--- src/rtl/keypoint_uart_tx.sv ---
// Byte FIFO feeding a UART transmitter for the keypoint result stream (8N1, or 8E1 with parity).
// Latency: byte pushed in cycle 0 is popped in cycle 1; the start bit appears on tx in cycle 2.
// Backpressure: none upstream; bytes arriving while the FIFO is full are dropped and overflow sticks high.
//
// Ports:
//   clk, rst          single rising-edge clock, synchronous active-high reset
//   in_valid, in_data byte stream from the keypoint detector (no ready)
//   tx                registered UART line, idle high
//   busy              registered: FIFO non-empty or frame in progress (one cycle lag)
//   fifo_full         FIFO holds FIFO_DEPTH entries
//   overflow          sticky drop flag, cleared only by rst
//   fifo_count        FIFO occupancy, 0..FIFO_DEPTH
//
// Build option: define KEYPOINT_TX_PARITY_EN to insert an even-parity bit after the data bits.

module keypoint_uart_tx #(
  parameter int CLKS_PER_BIT = 4,
  parameter int FIFO_DEPTH   = 16,
  parameter int ADDR_W       = 4
) (
  input  logic              clk,
  input  logic              rst,
  input  logic              in_valid,
  input  logic [7:0]        in_data,
  output logic              tx,
  output logic              busy,
  output logic              fifo_full,
  output logic              overflow,
  output logic [ADDR_W:0]   fifo_count
);

  // Baud counter only needs to reach CLKS_PER_BIT-1, independent of FIFO sizing.
  localparam int                BAUD_W    = (CLKS_PER_BIT > 2) ? $clog2(CLKS_PER_BIT) : 1;
  localparam logic [BAUD_W-1:0] BAUD_LAST = BAUD_W'(CLKS_PER_BIT - 1);
  localparam logic [ADDR_W:0]   DEPTH_C   = (ADDR_W + 1)'(FIFO_DEPTH);

  typedef enum logic [2:0] {
    IDLE   = 3'd0,
    START  = 3'd1,
    DATA   = 3'd2,
`ifdef KEYPOINT_TX_PARITY_EN
    PARITY = 3'd3,
`endif
    STOP   = 3'd4
  } state_t;

  // ---------------------------------------------------------------------------
  // Byte FIFO
  // ---------------------------------------------------------------------------
  logic [7:0]        mem [FIFO_DEPTH];
  logic [ADDR_W-1:0] wr_ptr;
  logic [ADDR_W-1:0] rd_ptr;
  logic [ADDR_W:0]   count;
  logic              push;
  logic              pop;
  logic [7:0]        head;

  // Fullness is judged on the registered count, so a pop in the same cycle
  // does not rescue a byte arriving while full.
  assign push = in_valid && (count < DEPTH_C);
  assign head = mem[rd_ptr];

  always_ff @(posedge clk) begin
    if (push) begin
      mem[wr_ptr] <= in_data;
    end
  end

  always_ff @(posedge clk) begin
    if (rst) begin
      wr_ptr   <= '0;
      rd_ptr   <= '0;
      count    <= '0;
      overflow <= 1'b0;
    end else begin
      if (push) begin
        wr_ptr <= wr_ptr + 1'b1;
      end
      if (pop) begin
        rd_ptr <= rd_ptr + 1'b1;
      end
      case ({push, pop})
        2'b10:   count <= count + 1'b1;
        2'b01:   count <= count - 1'b1;
        default: count <= count;
      endcase
      if (in_valid && !push) begin
        overflow <= 1'b1;
      end
    end
  end

  assign fifo_count = count;
  assign fifo_full  = (count == DEPTH_C);

  // ---------------------------------------------------------------------------
  // Transmit FSM
  // ---------------------------------------------------------------------------
  state_t            state;
  state_t            state_n;
  logic [BAUD_W-1:0] baud_cnt;
  logic [BAUD_W-1:0] baud_n;
  logic [2:0]        bit_cnt;
  logic [2:0]        bit_n;
  logic [7:0]        shift;
  logic [7:0]        shift_n;
  logic              tx_q;
  logic              tx_n;
  logic              busy_q;
  logic              baud_done;
`ifdef KEYPOINT_TX_PARITY_EN
  logic              par_q;
  logic              par_n;
`endif

  assign baud_done = (baud_cnt == BAUD_LAST);

  always_comb begin
    state_n = state;
    baud_n  = baud_cnt;
    bit_n   = bit_cnt;
    shift_n = shift;
    pop     = 1'b0;
`ifdef KEYPOINT_TX_PARITY_EN
    par_n   = par_q;
`endif

    case (state)
      IDLE: begin
        if (count != '0) begin
          pop     = 1'b1;
          shift_n = head;
          bit_n   = '0;
          baud_n  = '0;
          state_n = START;
`ifdef KEYPOINT_TX_PARITY_EN
          // Captured at load because the shift register is drained by the parity slot.
          par_n   = ^head;
`endif
        end
      end

      START: begin
        if (baud_done) begin
          baud_n  = '0;
          state_n = DATA;
        end else begin
          baud_n = baud_cnt + 1'b1;
        end
      end

      DATA: begin
        if (baud_done) begin
          baud_n = '0;
          if (bit_cnt == 3'd7) begin
`ifdef KEYPOINT_TX_PARITY_EN
            state_n = PARITY;
`else
            state_n = STOP;
`endif
          end else begin
            bit_n   = bit_cnt + 1'b1;
            shift_n = {1'b0, shift[7:1]};
          end
        end else begin
          baud_n = baud_cnt + 1'b1;
        end
      end

`ifdef KEYPOINT_TX_PARITY_EN
      PARITY: begin
        if (baud_done) begin
          baud_n  = '0;
          state_n = STOP;
        end else begin
          baud_n = baud_cnt + 1'b1;
        end
      end
`endif

      STOP: begin
        if (baud_done) begin
          baud_n  = '0;
          state_n = IDLE;
        end else begin
          baud_n = baud_cnt + 1'b1;
        end
      end

      default: begin
        state_n = IDLE;
        baud_n  = '0;
      end
    endcase

    // Line level is decided from the state being entered, then registered,
    // so tx changes exactly at the state boundary and never glitches.
    case (state_n)
      START:   tx_n = 1'b0;
      DATA:    tx_n = shift_n[0];
`ifdef KEYPOINT_TX_PARITY_EN
      PARITY:  tx_n = par_n;
`endif
      default: tx_n = 1'b1;
    endcase
  end

  always_ff @(posedge clk) begin
    if (rst) begin
      state    <= IDLE;
      baud_cnt <= '0;
      bit_cnt  <= '0;
      shift    <= '0;
      tx_q     <= 1'b1;
      busy_q   <= 1'b0;
`ifdef KEYPOINT_TX_PARITY_EN
      par_q    <= 1'b0;
`endif
    end else begin
      state    <= state_n;
      baud_cnt <= baud_n;
      bit_cnt  <= bit_n;
      shift    <= shift_n;
      tx_q     <= tx_n;
      busy_q   <= (state != IDLE) || (count != '0);
`ifdef KEYPOINT_TX_PARITY_EN
      par_q    <= par_n;
`endif
    end
  end

  assign tx   = tx_q;
  assign busy = busy_q;

endmodule

--- config.mk ---
export PLATFORM = sky130hd
export DESIGN_NAME = keypoint_uart_tx
export DESIGN_NICKNAME = d
export VERILOG_FILES = /design/src/rtl/keypoint_uart_tx.sv
export SDC_FILE = /design/constraint.sdc
export NUM_CORES = 1
export LEC_CHECK = 0
export CAP_MARGIN = 15
export CORE_MARGIN = 2
export CORE_UTILIZATION = 25
export DETAILED_ROUTE_END_ITERATION = 8
export PLACE_DENSITY = 0.45
export SLEW_MARGIN = 15
export SYNTH_ARGS = -nofsm -noshare
export SYNTH_HDL_FRONTEND = slang
export SYNTH_SLANG_ARGS = --single-unit
--- constraint.sdc ---
create_clock -name clk -period 7.9 [get_ports clk]
set_input_delay 0.79 -clock clk [delete_from_list [all_inputs] [get_ports clk]]
set_output_delay 0.79 -clock clk [all_outputs]
set_load 0.02 [all_outputs]
==> impl_metrics.py <==
metrics = {
    "yosys": {
        "synthArstFlopShare": 0,
        "synth.distinct_cells": 45,
        "synthXorXnorAreaFrac": 0.0132,
        "ys_ff_latch": 164,
        "synth_area_um2": 6610,
        "ys.flop_type": "edfxtp_1",
        "yosys.area_share.simple": 0.0744,
        "ys.warnings.count": 0,
        "yosysSeqAreaShare": 0.690,
        "synth.area.top_cells": "edfxtp_1, dfxtp_1, mux4_2",
        "netlist_instances": 418,
        "yosys.area_share.adder": 0.0189,
        "yosysTopAreaCell": "edfxtp_1",
        "avgSynthCellArea_um2": 15.8,
        "synth-edff-count": 128,
        "synth_top_family_by_area": "multiplexers",
        "netlist.area_leader.share": 0.581,
        "synth-compound-area-share": 0.0577,
        "syn_nets": 439,
        "synthMuxAreaShare": 0.125,
    },
    "clocking": {
        "cts_buffers": 17,
        "cts_tree": "yes",
        "cts_num_sinks": 164,
        "clockBufferDepth": 2,
        "clk_latency_ns": 0.43,
        "postCtsSetupRepairBufs": 0,
        "root_buffer": "clkbuf_16",
        "cts_hold_buffers": 0,
        "clkTransAtPathRegs_ns": 0.06,
        "cts_resized": 0,
        "htreeDepth": 4,
    },
    "setup_path": {
        "cp_max_fo": 12,
        "path_class": "register to register",
        "critical_path_buf_inv_count": 1,
        "slowest_stage": "or4_1",
        "arrival_ns": 3.94,
        "cp_top_family": "simple AND/OR/NAND/NOR gates",
        "cpPeakStageDelay_ns": 0.71,
        "path_cells": "or4_1, o21ai_1, inv_2, ha_1, xor2_1, ha_1, a41oi_1, xor2_1, or3_1, a21oi_1",
        "cp-start-kind": "register",
        "worst_setup_path_end_kind": "register",
        "critical_path_required_ns": 8.25,
    },
    "floorplanning": {
        "dieArea_um2": 27800,
        "die_h_um": 167,
        "fp.dieW_um": 167,
        "start_util": 0.254,
        "num_rows": 59,
        "ios": 20,
        "core_area_um2": 26000,
    },
    "final_layout": {
        "final_core_util": 0.298,
        "mostFrequentLayoutCells": "edfxtp_1, dfxtp_1, nor2_1",
        "multi_input_comb_area_um2": 1930,
        "final_cells": 782,
        "fill_cells": 2561,
        "drive_above_1_share": 0.174,
        "final_nets": 456,
        "regArea_um2": 4560,
        "n_antenna_cell": 0,
        "layout_commonest_cell": "edfxtp_1",
        "area_delta_synth_final_pct": 17.2,
    },
    "routing": {
        "vias": 3581,
        "post-route-drc-count": 0,
        "drtIter0Drc": 387,
        "final_antenna_net_count": 0,
        "wirelength_um": 14300,
        "vias_per_cell": 4.58,
        "avgRoutedWirePerCell_um": 18.3,
        "dr.pass1.iters": 7,
    },
    "global_routing": {
        "grt_pass1_wl_um": 22200,
        "grt_max_degree": 39,
        "grt_pass1_vias": 3708,
        "grt-ovfl-total": 0,
        "track_usage": 0.107,
        "grt_antenna_before_repair": 0,
    },
    "power": {
        "cellPowerDensity_nw_per_um2": 308,
        "peakVddDrop_mv": 0.174,
        "p_leak_nw": 2.45,
    },
    "flow_run": {
        "cap_violations": 0,
    },
    "placed_design": {
        "pre_cts_ws_ns": 4.21,
        "dp_hpwl_um": 8810,
        "gp_congestion": 0.776,
        "io_buffers": 19,
        "placedCellCount": 750,
    },
    "timing": {
        "fin_crit_sh": 0.454,
        "rsz0062_at_grt": "false",
        "setup_viol": 0,
        "hold_violations": 0,
        "drv_slew": 0,
        "fin_crit_ns": 3.59,
        "setup_tns_ns": 0,
        "fmax_ghz": 0.279,
        "worst_slack_ns": 4.31,
        "relSlewSlack": 0.256,
        "tightest_slew_ns": 1.11,
        "fin_skew_ns": 0.0152,
    },
    "min_path": {
        "hold_path.class": "register to register",
    },
    "status": {
        "status": "complete, no violations",
    },
}
final cells by class:
class | instances | share of cell area
timing repair buffer | 25 | 0.0308
sequential | 164 | 0.589
inverter | 7 | 0.00339
clock buffer | 18 | 0.0554
tap | 335 | 0.0541
multi-input combinational | 220 | 0.248
clock inverter | 13 | 0.0192
where the power goes:
group          internal, mW  switching (mW)
sequential            0.989          0.0483
combinational         0.228           0.300
clock                 0.471           0.351
sequential cells by signal, indices dropped and copies added (netlist names), named ones only:
signal / count
baud_cnt: 2
mem: 128
overflow: 1
shift: 8
bit_cnt: 3
rd_ptr: 4
fifo_count: 5
state: 3
tx: 1
wr_ptr: 4
busy: 1
Yosys cell counts, types with 3 or more instances:
cell type  instances
edfxtp_1         128
dfxtp_1           36
nor2_1            34
mux4_2            32
a21oi_1           24
nand2_1           19
clkbuf_1          18
o22ai_1           12
ha_1              10
buf_2              8
xor2_1             8
mux2i_1            7
nand2b_1           7
nor3_1             7
and3_1             6
inv_1              6
o32ai_1            6
nand3_1            4
nand4_1            4
nor2b_1            4
a211oi_1           3
o21ai_0            3
o31ai_1            3
or4_1              3
stage by stage:
| stage | instance area [um2] | hold slack (ns) | power, mW |
|---|---|---|---|
| finish | 7750 | 0.478 | 2.39 |
| global route | 7750 | 0.508 | 2.51 |
| CTS | 7740 | 0.481 | 2.41 |
| detailed placement | 7160 | 0.465 | 1.59 |
| global placement | 7160 | 0.444 | 1.58 |
| floorplan | 6610 | 0.436 | 1.44 |
routing by layer:
metal / wire length (um) / share of wire / track usage
met1: 6570 / 0.46 / 0.139
met2: 6880 / 0.48 / 0.172
met3: 612 / 0.043 / 0.0292
met4: 276 / 0.019 / 0.0412
met5: 0 / 0 / 0
worst min-delay path, cell delays in order (launching register included):
cell and delay [ns]:
dfxtp_1 0.33, a21oi_1 0.04, nor2_1 0.07
cell families (layout without fill, tap and decap cells):
| logic type | Yosys count | count (layout) |
|---|---|---|
| flip-flops | 164 | 164 |
| XOR/XNOR | 10 | 10 |
| multiplexers | 42 | 42 |
| AND/OR/NAND/NOR | 99 | 99 |
| buffers and inverters | 34 | 63 |
| AO/OA/AOI/OAI | 59 | 59 |
| adder cells (fa/ha/maj) | 10 | 10 |
final timing paths:
path / end / cells after the start / start / slack [ns]
worst max register to register: fifo_count[2] / 10 / fifo_count[2] / 4.31
worst min-delay path: overflow / 2 / overflow / 0.48
worst max-delay path: fifo_count[2] / 10 / fifo_count[2] / 4.31
worst min register to register: overflow / 2 / overflow / 0.48
Power figures use the tool's default switching activity.
